File: src/rtl/ctrl_pkg.sv
// ctrl_pkg: shared constants and types for the decode/control pipeline.
//   ALUOP_*    : 4-bit ALU operation encodings
//   OP_* / FN_*: primary opcode and function-field values of the supported subset
//   ctrl_t     : packed control bundle produced by the decoder
package ctrl_pkg;

  localparam logic [3:0] ALUOP_ADD  = 4'b0000;
  localparam logic [3:0] ALUOP_SUB  = 4'b0001;
  localparam logic [3:0] ALUOP_MUL  = 4'b0010;
  localparam logic [3:0] ALUOP_AND  = 4'b0011;
  localparam logic [3:0] ALUOP_OR   = 4'b0100;
  localparam logic [3:0] ALUOP_SLT  = 4'b0101;
  localparam logic [3:0] ALUOP_BNE  = 4'b0111;
  localparam logic [3:0] ALUOP_SLL  = 4'b1000;
  localparam logic [3:0] ALUOP_SRL  = 4'b1001;
  localparam logic [3:0] ALUOP_ROTR = 4'b1010;
  localparam logic [3:0] ALUOP_CLO  = 4'b1011;
  localparam logic [3:0] ALUOP_CLZ  = 4'b1100;

  localparam logic [5:0] OP_RTYPE = 6'b000000;
  localparam logic [5:0] OP_SPEC2 = 6'b011100;
  localparam logic [5:0] OP_ADDI  = 6'b001000;
  localparam logic [5:0] OP_ORI   = 6'b001101;
  localparam logic [5:0] OP_LW    = 6'b100011;
  localparam logic [5:0] OP_SW    = 6'b101011;
  localparam logic [5:0] OP_BNE   = 6'b000101;

  localparam logic [5:0] FN_ADD  = 6'b100000;
  localparam logic [5:0] FN_SUB  = 6'b100010;
  localparam logic [5:0] FN_AND  = 6'b100100;
  localparam logic [5:0] FN_OR   = 6'b100101;
  localparam logic [5:0] FN_SLT  = 6'b101010;
  localparam logic [5:0] FN_ROTR = 6'b000110;
  localparam logic [5:0] FN_SLL  = 6'b000000;
  localparam logic [5:0] FN_SRL  = 6'b000010;
  localparam logic [5:0] FN_CLO  = 6'b100001;
  localparam logic [5:0] FN_CLZ  = 6'b100000;
  localparam logic [5:0] FN_MUL  = 6'b000010;

  typedef struct packed {
    logic       alu_src;
    logic       alu_src2;
    logic       reg_sl;
    logic       reg_dst;
    logic       reg_write;
    logic       mem_read;
    logic       mem_write;
    logic       mem_to_reg;
    logic       brnch;
    logic [3:0] alu_op;
  } ctrl_t;

  localparam int CTRL_W = $bits(ctrl_t);

endpackage

File: src/rtl/ctrl_decode_comb.sv
// ctrl_decode_comb: purely combinational main decoder.
//   op, fn   : instr[31:26] and instr[5:0]
//   ctrl     : decoded control bundle (all zero for undecodable words)
//   uses_rs  : instruction reads the rs field
//   uses_rt  : instruction reads the rt field
//   illegal  : op/fn combination is not in the supported subset
module ctrl_decode_comb
  import ctrl_pkg::*;
(
  input  logic [5:0] op,
  input  logic [5:0] fn,
  output ctrl_t      ctrl,
  output logic       uses_rs,
  output logic       uses_rt,
  output logic       illegal
);

  always_comb begin
    ctrl    = '0;
    uses_rs = 1'b0;
    uses_rt = 1'b0;
    illegal = 1'b0;
    case (op)
      OP_RTYPE: begin
        ctrl.reg_dst   = 1'b1;
        ctrl.reg_write = 1'b1;
        uses_rs        = 1'b1;
        uses_rt        = 1'b1;
        case (fn)
          FN_ADD:  ctrl.alu_op = ALUOP_ADD;
          FN_SUB:  ctrl.alu_op = ALUOP_SUB;
          FN_AND:  ctrl.alu_op = ALUOP_AND;
          FN_OR:   ctrl.alu_op = ALUOP_OR;
          FN_SLT:  ctrl.alu_op = ALUOP_SLT;
          FN_ROTR: ctrl.alu_op = ALUOP_ROTR;
          FN_SLL, FN_SRL: begin
            // Immediate shifts take their amount from shamt, so rs is not read.
            ctrl.alu_op   = (fn == FN_SLL) ? ALUOP_SLL : ALUOP_SRL;
            ctrl.alu_src2 = 1'b1;
            ctrl.reg_sl   = 1'b1;
            uses_rs       = 1'b0;
          end
          default: begin
            ctrl    = '0;
            uses_rs = 1'b0;
            uses_rt = 1'b0;
            illegal = 1'b1;
          end
        endcase
      end
      OP_SPEC2: begin
        ctrl.reg_dst   = 1'b1;
        ctrl.reg_write = 1'b1;
        uses_rs        = 1'b1;
        uses_rt        = 1'b1;
        case (fn)
          FN_CLO:  ctrl.alu_op = ALUOP_CLO;
          FN_CLZ:  ctrl.alu_op = ALUOP_CLZ;
          FN_MUL:  ctrl.alu_op = ALUOP_MUL;
          default: begin
            ctrl    = '0;
            uses_rs = 1'b0;
            uses_rt = 1'b0;
            illegal = 1'b1;
          end
        endcase
      end
      OP_ADDI, OP_ORI: begin
        ctrl.alu_op    = (op == OP_ADDI) ? ALUOP_ADD : ALUOP_OR;
        ctrl.alu_src   = 1'b1;
        ctrl.reg_write = 1'b1;
        uses_rs        = 1'b1;
      end
      OP_LW: begin
        ctrl.alu_op     = ALUOP_ADD;
        ctrl.alu_src    = 1'b1;
        ctrl.reg_write  = 1'b1;
        ctrl.mem_read   = 1'b1;
        ctrl.mem_to_reg = 1'b1;
        uses_rs         = 1'b1;
      end
      OP_SW: begin
        ctrl.alu_op    = ALUOP_ADD;
        ctrl.alu_src   = 1'b1;
        ctrl.mem_write = 1'b1;
        uses_rs        = 1'b1;
        uses_rt        = 1'b1;
      end
      OP_BNE: begin
        ctrl.alu_op  = ALUOP_BNE;
        ctrl.reg_dst = 1'b1;
        ctrl.brnch   = 1'b1;
        uses_rs      = 1'b1;
        uses_rt      = 1'b1;
      end
      default: illegal = 1'b1;
    endcase
  end

endmodule

File: src/rtl/decode_ctrl_pipe.sv
// decode_ctrl_pipe: registered decode stage between IF/ID and execute.
//   in_valid/in_ready/instr : upstream handshake and instruction word
//   flush                   : squash the output register and load-hazard state
//   out_valid/out_ready     : downstream handshake for the control bundle
//   alu_src .. brnch, alu_op: registered control bundle
//   wr_addr                 : resolved destination (rd when reg_dst, else rt)
//   illegal                 : bundle came from an undecodable instruction
//   perf_stall              : saturating count of cycles a hazard blocked input
module decode_ctrl_pipe
  import ctrl_pkg::*;
#(
  parameter int REG_AW     = 5,
  parameter int ALUOP_W    = 4,
  parameter int LOAD_STALL = 1,
  parameter int PERF_W     = 16
) (
  input  logic               clk,
  input  logic               rst_n,
  input  logic               in_valid,
  output logic               in_ready,
  input  logic [31:0]        instr,
  input  logic               flush,
  output logic               out_valid,
  input  logic               out_ready,
  output logic               alu_src,
  output logic               alu_src2,
  output logic               reg_sl,
  output logic               reg_dst,
  output logic               reg_write,
  output logic               mem_read,
  output logic               mem_write,
  output logic               mem_to_reg,
  output logic               brnch,
  output logic [ALUOP_W-1:0] alu_op,
  output logic [REG_AW-1:0]  wr_addr,
  output logic               illegal,
  output logic [PERF_W-1:0]  perf_stall
);

  logic [REG_AW-1:0] rs_f, rt_f, rd_f;
  ctrl_t             dec_ctrl;
  logic              dec_uses_rs, dec_uses_rt, dec_illegal;
  logic              hazard, accept, is_lw;
  logic [REG_AW-1:0] wr_addr_next;

  logic              out_valid_reg;
  ctrl_t             ctrl_reg;
  logic              illegal_reg;
  logic [REG_AW-1:0] wr_addr_reg;
  logic [1:0]        ld_age_reg;
  logic [REG_AW-1:0] ld_dest_reg;
  logic [PERF_W-1:0] perf_reg;

  // Register fields are zero-extended or truncated to REG_AW.
  for (genvar gi = 0; gi < REG_AW; gi++) begin : g_field
    if (gi < 5) begin : g_bit
      assign rs_f[gi] = instr[21+gi];
      assign rt_f[gi] = instr[16+gi];
      assign rd_f[gi] = instr[11+gi];
    end else begin : g_pad
      assign rs_f[gi] = 1'b0;
      assign rt_f[gi] = 1'b0;
      assign rd_f[gi] = 1'b0;
    end
  end

  // shamt is consumed by the execute stage from its own copy of the word.
  logic unused_shamt;
  assign unused_shamt = ^instr[10:6];

  ctrl_decode_comb u_dec (
    .op      (instr[31:26]),
    .fn      (instr[5:0]),
    .ctrl    (dec_ctrl),
    .uses_rs (dec_uses_rs),
    .uses_rt (dec_uses_rt),
    .illegal (dec_illegal)
  );

  always_comb begin
    hazard = in_valid && (ld_age_reg != 2'd0) && (ld_dest_reg != '0) &&
             ((dec_uses_rs && (rs_f == ld_dest_reg)) ||
              (dec_uses_rt && (rt_f == ld_dest_reg)));
    in_ready     = !flush && !hazard && (!out_valid_reg || out_ready);
    accept       = in_valid && in_ready;
    is_lw        = (instr[31:26] == OP_LW);
    wr_addr_next = dec_ctrl.reg_dst ? rd_f : rt_f;
  end

  always_ff @(posedge clk or negedge rst_n) begin
    if (!rst_n) begin
      out_valid_reg <= 1'b0;
      ctrl_reg      <= '0;
      illegal_reg   <= 1'b0;
      wr_addr_reg   <= '0;
      ld_age_reg    <= 2'd0;
      ld_dest_reg   <= '0;
      perf_reg      <= '0;
    end else begin
      if (flush || !(out_valid_reg && !out_ready)) begin
        // Either squashed, a new bundle loaded, or a zeroed bubble;
        // a stalled valid bundle skips this and holds.
        out_valid_reg <= accept;
        ctrl_reg      <= accept ? dec_ctrl     : '0;
        illegal_reg   <= accept ? dec_illegal  : 1'b0;
        wr_addr_reg   <= accept ? wr_addr_next : '0;
      end

      if (flush) begin
        ld_age_reg <= 2'd0;
      end else if (accept && is_lw && (rt_f != '0)) begin
        ld_dest_reg <= rt_f;
        ld_age_reg  <= 2'(LOAD_STALL);
      end else if ((ld_age_reg != 2'd0) && (!out_valid_reg || out_ready)) begin
        // Age only advances when the pipe moves, so a downstream stall
        // does not eat into the load-use bubble.
        ld_age_reg <= ld_age_reg - 2'd1;
      end

      if (hazard && (perf_reg != '1)) begin
        perf_reg <= perf_reg + 1'b1;
      end
    end
  end

  assign out_valid  = out_valid_reg;
  assign alu_src    = ctrl_reg.alu_src;
  assign alu_src2   = ctrl_reg.alu_src2;
  assign reg_sl     = ctrl_reg.reg_sl;
  assign reg_dst    = ctrl_reg.reg_dst;
  assign reg_write  = ctrl_reg.reg_write;
  assign mem_read   = ctrl_reg.mem_read;
  assign mem_write  = ctrl_reg.mem_write;
  assign mem_to_reg = ctrl_reg.mem_to_reg;
  assign brnch      = ctrl_reg.brnch;
  assign alu_op     = ALUOP_W'(ctrl_reg.alu_op);
  assign wr_addr    = wr_addr_reg;
  assign illegal    = illegal_reg;
  assign perf_stall = perf_reg;

endmodule

File: config.mk
export PLATFORM = sky130hd
export DESIGN_NAME = decode_ctrl_pipe
export DESIGN_NICKNAME = d
export VERILOG_FILES = /design/src/rtl/ctrl_pkg.sv /design/src/rtl/ctrl_decode_comb.sv /design/src/rtl/decode_ctrl_pipe.sv
export SDC_FILE = /design/constraint.sdc
export NUM_CORES = 1
export LEC_CHECK = 0
export CAP_MARGIN = 30
export CELL_PAD_IN_SITES_DETAIL_PLACEMENT = 1
export CELL_PAD_IN_SITES_GLOBAL_PLACEMENT = 1
export CORE_MARGIN = 2
export CORE_UTILIZATION = 36
export DETAILED_ROUTE_END_ITERATION = 6
export HOLD_SLACK_MARGIN = 0.06
export PLACE_DENSITY_LB_ADDON = 0.1
export REMOVE_ABC_BUFFERS = 1
export SLEW_MARGIN = 40
export SYNTH_ARGS = -nofsm -noshare
export SYNTH_HDL_FRONTEND = slang
export SYNTH_SLANG_ARGS = --single-unit
File: constraint.sdc
create_clock -name clk -period 3.3 [get_ports clk]
set_input_delay 0.66 -clock clk [delete_from_list [all_inputs] [get_ports clk]]
set_output_delay 0.66 -clock clk [all_outputs]
set_load 0.01 [all_outputs]
==> out/results.tsv <==
metric	value	unit
status	finished, final reports clean	
post-synthesis cell area	0.00250	mm²
Filler cells	771	
FMAX	0.308	GHz
mean post-synth cell area	9.67	µm²
clk_skew	0.00358	ns
initial drt markers	66	
Pwr per Cell Area	306	mW/mm²
Placed Cells	435	
Final nets	405	
Via density	5.34	
EDFF count, synth	0	
Die Span Y	87.3	µm
initial core utilization	36.9	%
Crit path arrival time	2.59	ns
Slowest-stage cell, CP	or4_4	
critical path type	in -> out	
Static Leak	0.00162	µW
Synth async-reset ratio	100	%
number of non-filler instances in the completed layout	447	
Final min period	3.25	ns
Setup WS post-layout	0.0498	ns
largest area contributor in the netlist	dfrtp_1	
CTS tree	yes	
worst hold slack	0.327	ns
First-pass DRT Iterations	4	
Final period util	98.5	%
core area	0.00676	mm²
setup slack at placement	-0.536	ns
Critical Path End Type	output port	
DR WL/cell	16.7	µm
post-synth cell types	56	
Yosys top cell area share	41.1	%
Synth Flop Type	dfrtp_1	
total gr overflow	0	
flip-flop count of the largest register after layout	16	
type of origin of the critical path	input port	
Final Max Slew Viols	0	
Inserted Diodes	0	
worst slew pin tran	0.532	ns
Ys Warns	0	
setup tns final	0	ns
Seq/Total Area, Yosys	41.1	%
antenna violations before repair	0	
Die Wd	87.3	µm
clock-pin slew on the worst setup and hold paths	0.08	ns
# IOs	74	
H-tree depth	2	
synth top area cells	dfrtp_1, xor2_1, o21ai_0	
CP dominant cell by count	or4_4	
vias in the first global route	2531	
root buf cell	clkbuf_8	
drt drc	0	
Skew-Pair Late Insertion Delay	0.30	ns
Syn Inst Count	258	
GP Congestion	0.894	
RSZ-0062 raised after global routing	no	
Pwr Total	1140	µW
critical path's largest stage delay	0.55	ns
Worst EP required	2.64	ns
Max-Cap Viols	0	
layout cells sized above 1	22.1	%
std cell rows	30	
Hold WC Path Type	in -> async	
worst rel slew slack	64.4	%
Num CTS Buffers	5	
DR vias	2385	
worst-path maximum fanout	2	
worst-case clock buffer depth	2	
number of synthesized register bits	41	
Die ar.	0.00762	mm²
Port Buffer Count	68	
Routed WL	7490	µm
Routed Antenna Nets	0	
GRT Overall Usage	20.5	%
DP Wirelength	5600	µm
setup violators final	0	
largest net degree at the start of global routing	42	
crit-path cells	dlygate4sd2_1 -> or4_4 -> or4_4 -> o21bai_4 -> a22oi_4 -> o21ba_4 -> nor3_1 -> buf_2	
Fin. Hold Viols	0	
CTS Sinks	41	
Area growth syn-to-layout	48.9	%
global-route wire length before repair	12400	µm
Max VDD drop	0.214	mV
==> routing by layer <==
metal  vias to the layer above  wire length (µm)  global-route usage (%)
met1                      1183              3500                    27.7
met4                         0                32                    4.62
met5                         -                 0                       0
met3                         2               269                    2.94
li1                       1140                 -                       -
met2                        60              3690                    34.8
==> layout make-up <==
class	count	area, µm²	area share [%]
sequential	41	1030	27.6
multi-input combinational	197	1430	38.5
inverter	7	26.3	0.707
tap	80	100	2.69
clock buffer	6	72.6	1.95
clock inverter	2	15.0	0.404
timing repair buffer	114	1050	28.2
==> cells in the mapped netlist (3+ instances only) <==
cell type,count
a21oi_1,7
inv_1,7
nor3_1,9
nand4_1,5
nand2b_1,5
mux2_4,5
nand3_1,8
nand2_1,18
clkbuf_1,3
buf_4,3
or4_1,4
nor2b_1,4
or3b_2,3
nand3b_1,3
xor2_1,14
dfrtp_1,41
o21ai_0,22
buf_2,4
and3_1,4
xnor2_1,12
nor2_1,22
a22o_1,6
a211oi_1,4
and2_1,3
mux2i_1,5
==> final timing paths <==
path	from	end	slack, ns	cells past startpoint
max in group asynchronous	rst_n	perf_stall[0]$_DFFE_PN0P_	2.60	1
min in group clk	alu_op[3]$_DFFE_PN0P_	alu_op[3]$_DFFE_PN0P_	0.49	2
max	instr[26]	in_ready	0.05	8
max reg2reg	ld_dest_reg[1]$_DFFE_PN0P_	ld_dest_reg[2]$_DFFE_PN0P_	0.61	6
min reg2reg	alu_op[3]$_DFFE_PN0P_	alu_op[3]$_DFFE_PN0P_	0.49	2
min	rst_n	alu_op[0]$_DFFE_PN0P_	0.33	1
==> worst max-delay path, delay by kind of cell <==
family	cells	cell delay (ns)
AND/OR/NAND/NOR	3	1.02
AO/OA/AOI/OAI	3	0.52
buffers and inverters	2	0.39
==> cell usage in the layout, fill, tap and decap left out, drive strengths merged, types with 4 or more instances in the layout <==
master         Yosys  routed
clkdlybuf4s50      0      57
buf                9      48
dfrtp             41      41
o21ai             23      23
nor2              22      22
nand2             18      18
xor2              14      14
xnor2             12      12
nor3               9       9
nand3              8       8
inv                7       7
a21oi              7       7
mux2               7       7
a22o               6       6
clkbuf             4       6
nand4              5       5
nand2b             5       5
mux2i              5       5
dlygate4sd2        0       5
or4                5       5
nor2b              4       4
and3               4       4
a211oi             4       4
==> cells by family (layout without fill, tap and decap cells) <==
kind of cell | count (synthesis) | in the layout | share of synthesized area, %
XOR/XNOR | 26 | 26 | 9.12
AO/OA/AOI/OAI | 56 | 56 | 15.6
multiplexers | 12 | 12 | 5.91
flip-flops | 41 | 41 | 41.1
AND/OR/NAND/NOR | 101 | 101 | 22.9
adder cells (fa/ha/maj) | 2 | 2 | 1.00
buffers and inverters | 20 | 129 | 4.31
==> where the power goes <==
part           switching [µW]  leakage, µW  total (µW)  internal [µW]
logic                     124      0.00103         258            134
clock network             190    0.0000374         339            149
registers                16.7     0.000560         540            524
total                     330      0.00162        1140            807
==> stage by stage <==
stage | cell area [µm²] | util (%)
2_1_floorplan | 2410 | -
3_3_place_gp | 3520 | 52.1
3_5_place_dp | 3520 | 52.1
4_1_cts | 3670 | 54.3
5_1_grt | 3720 | 55.0
6_report | 3720 | 55.0
==> repair_timing <==
action                                  4_1_cts  5_1_grt
setup buffers                                 2        2
hold buffers                                  0        0
endpoints found under the setup margin        1        1
pin swaps                                     6       11
gates resized for setup                      23        8
(Power assumes the default switching activity.)
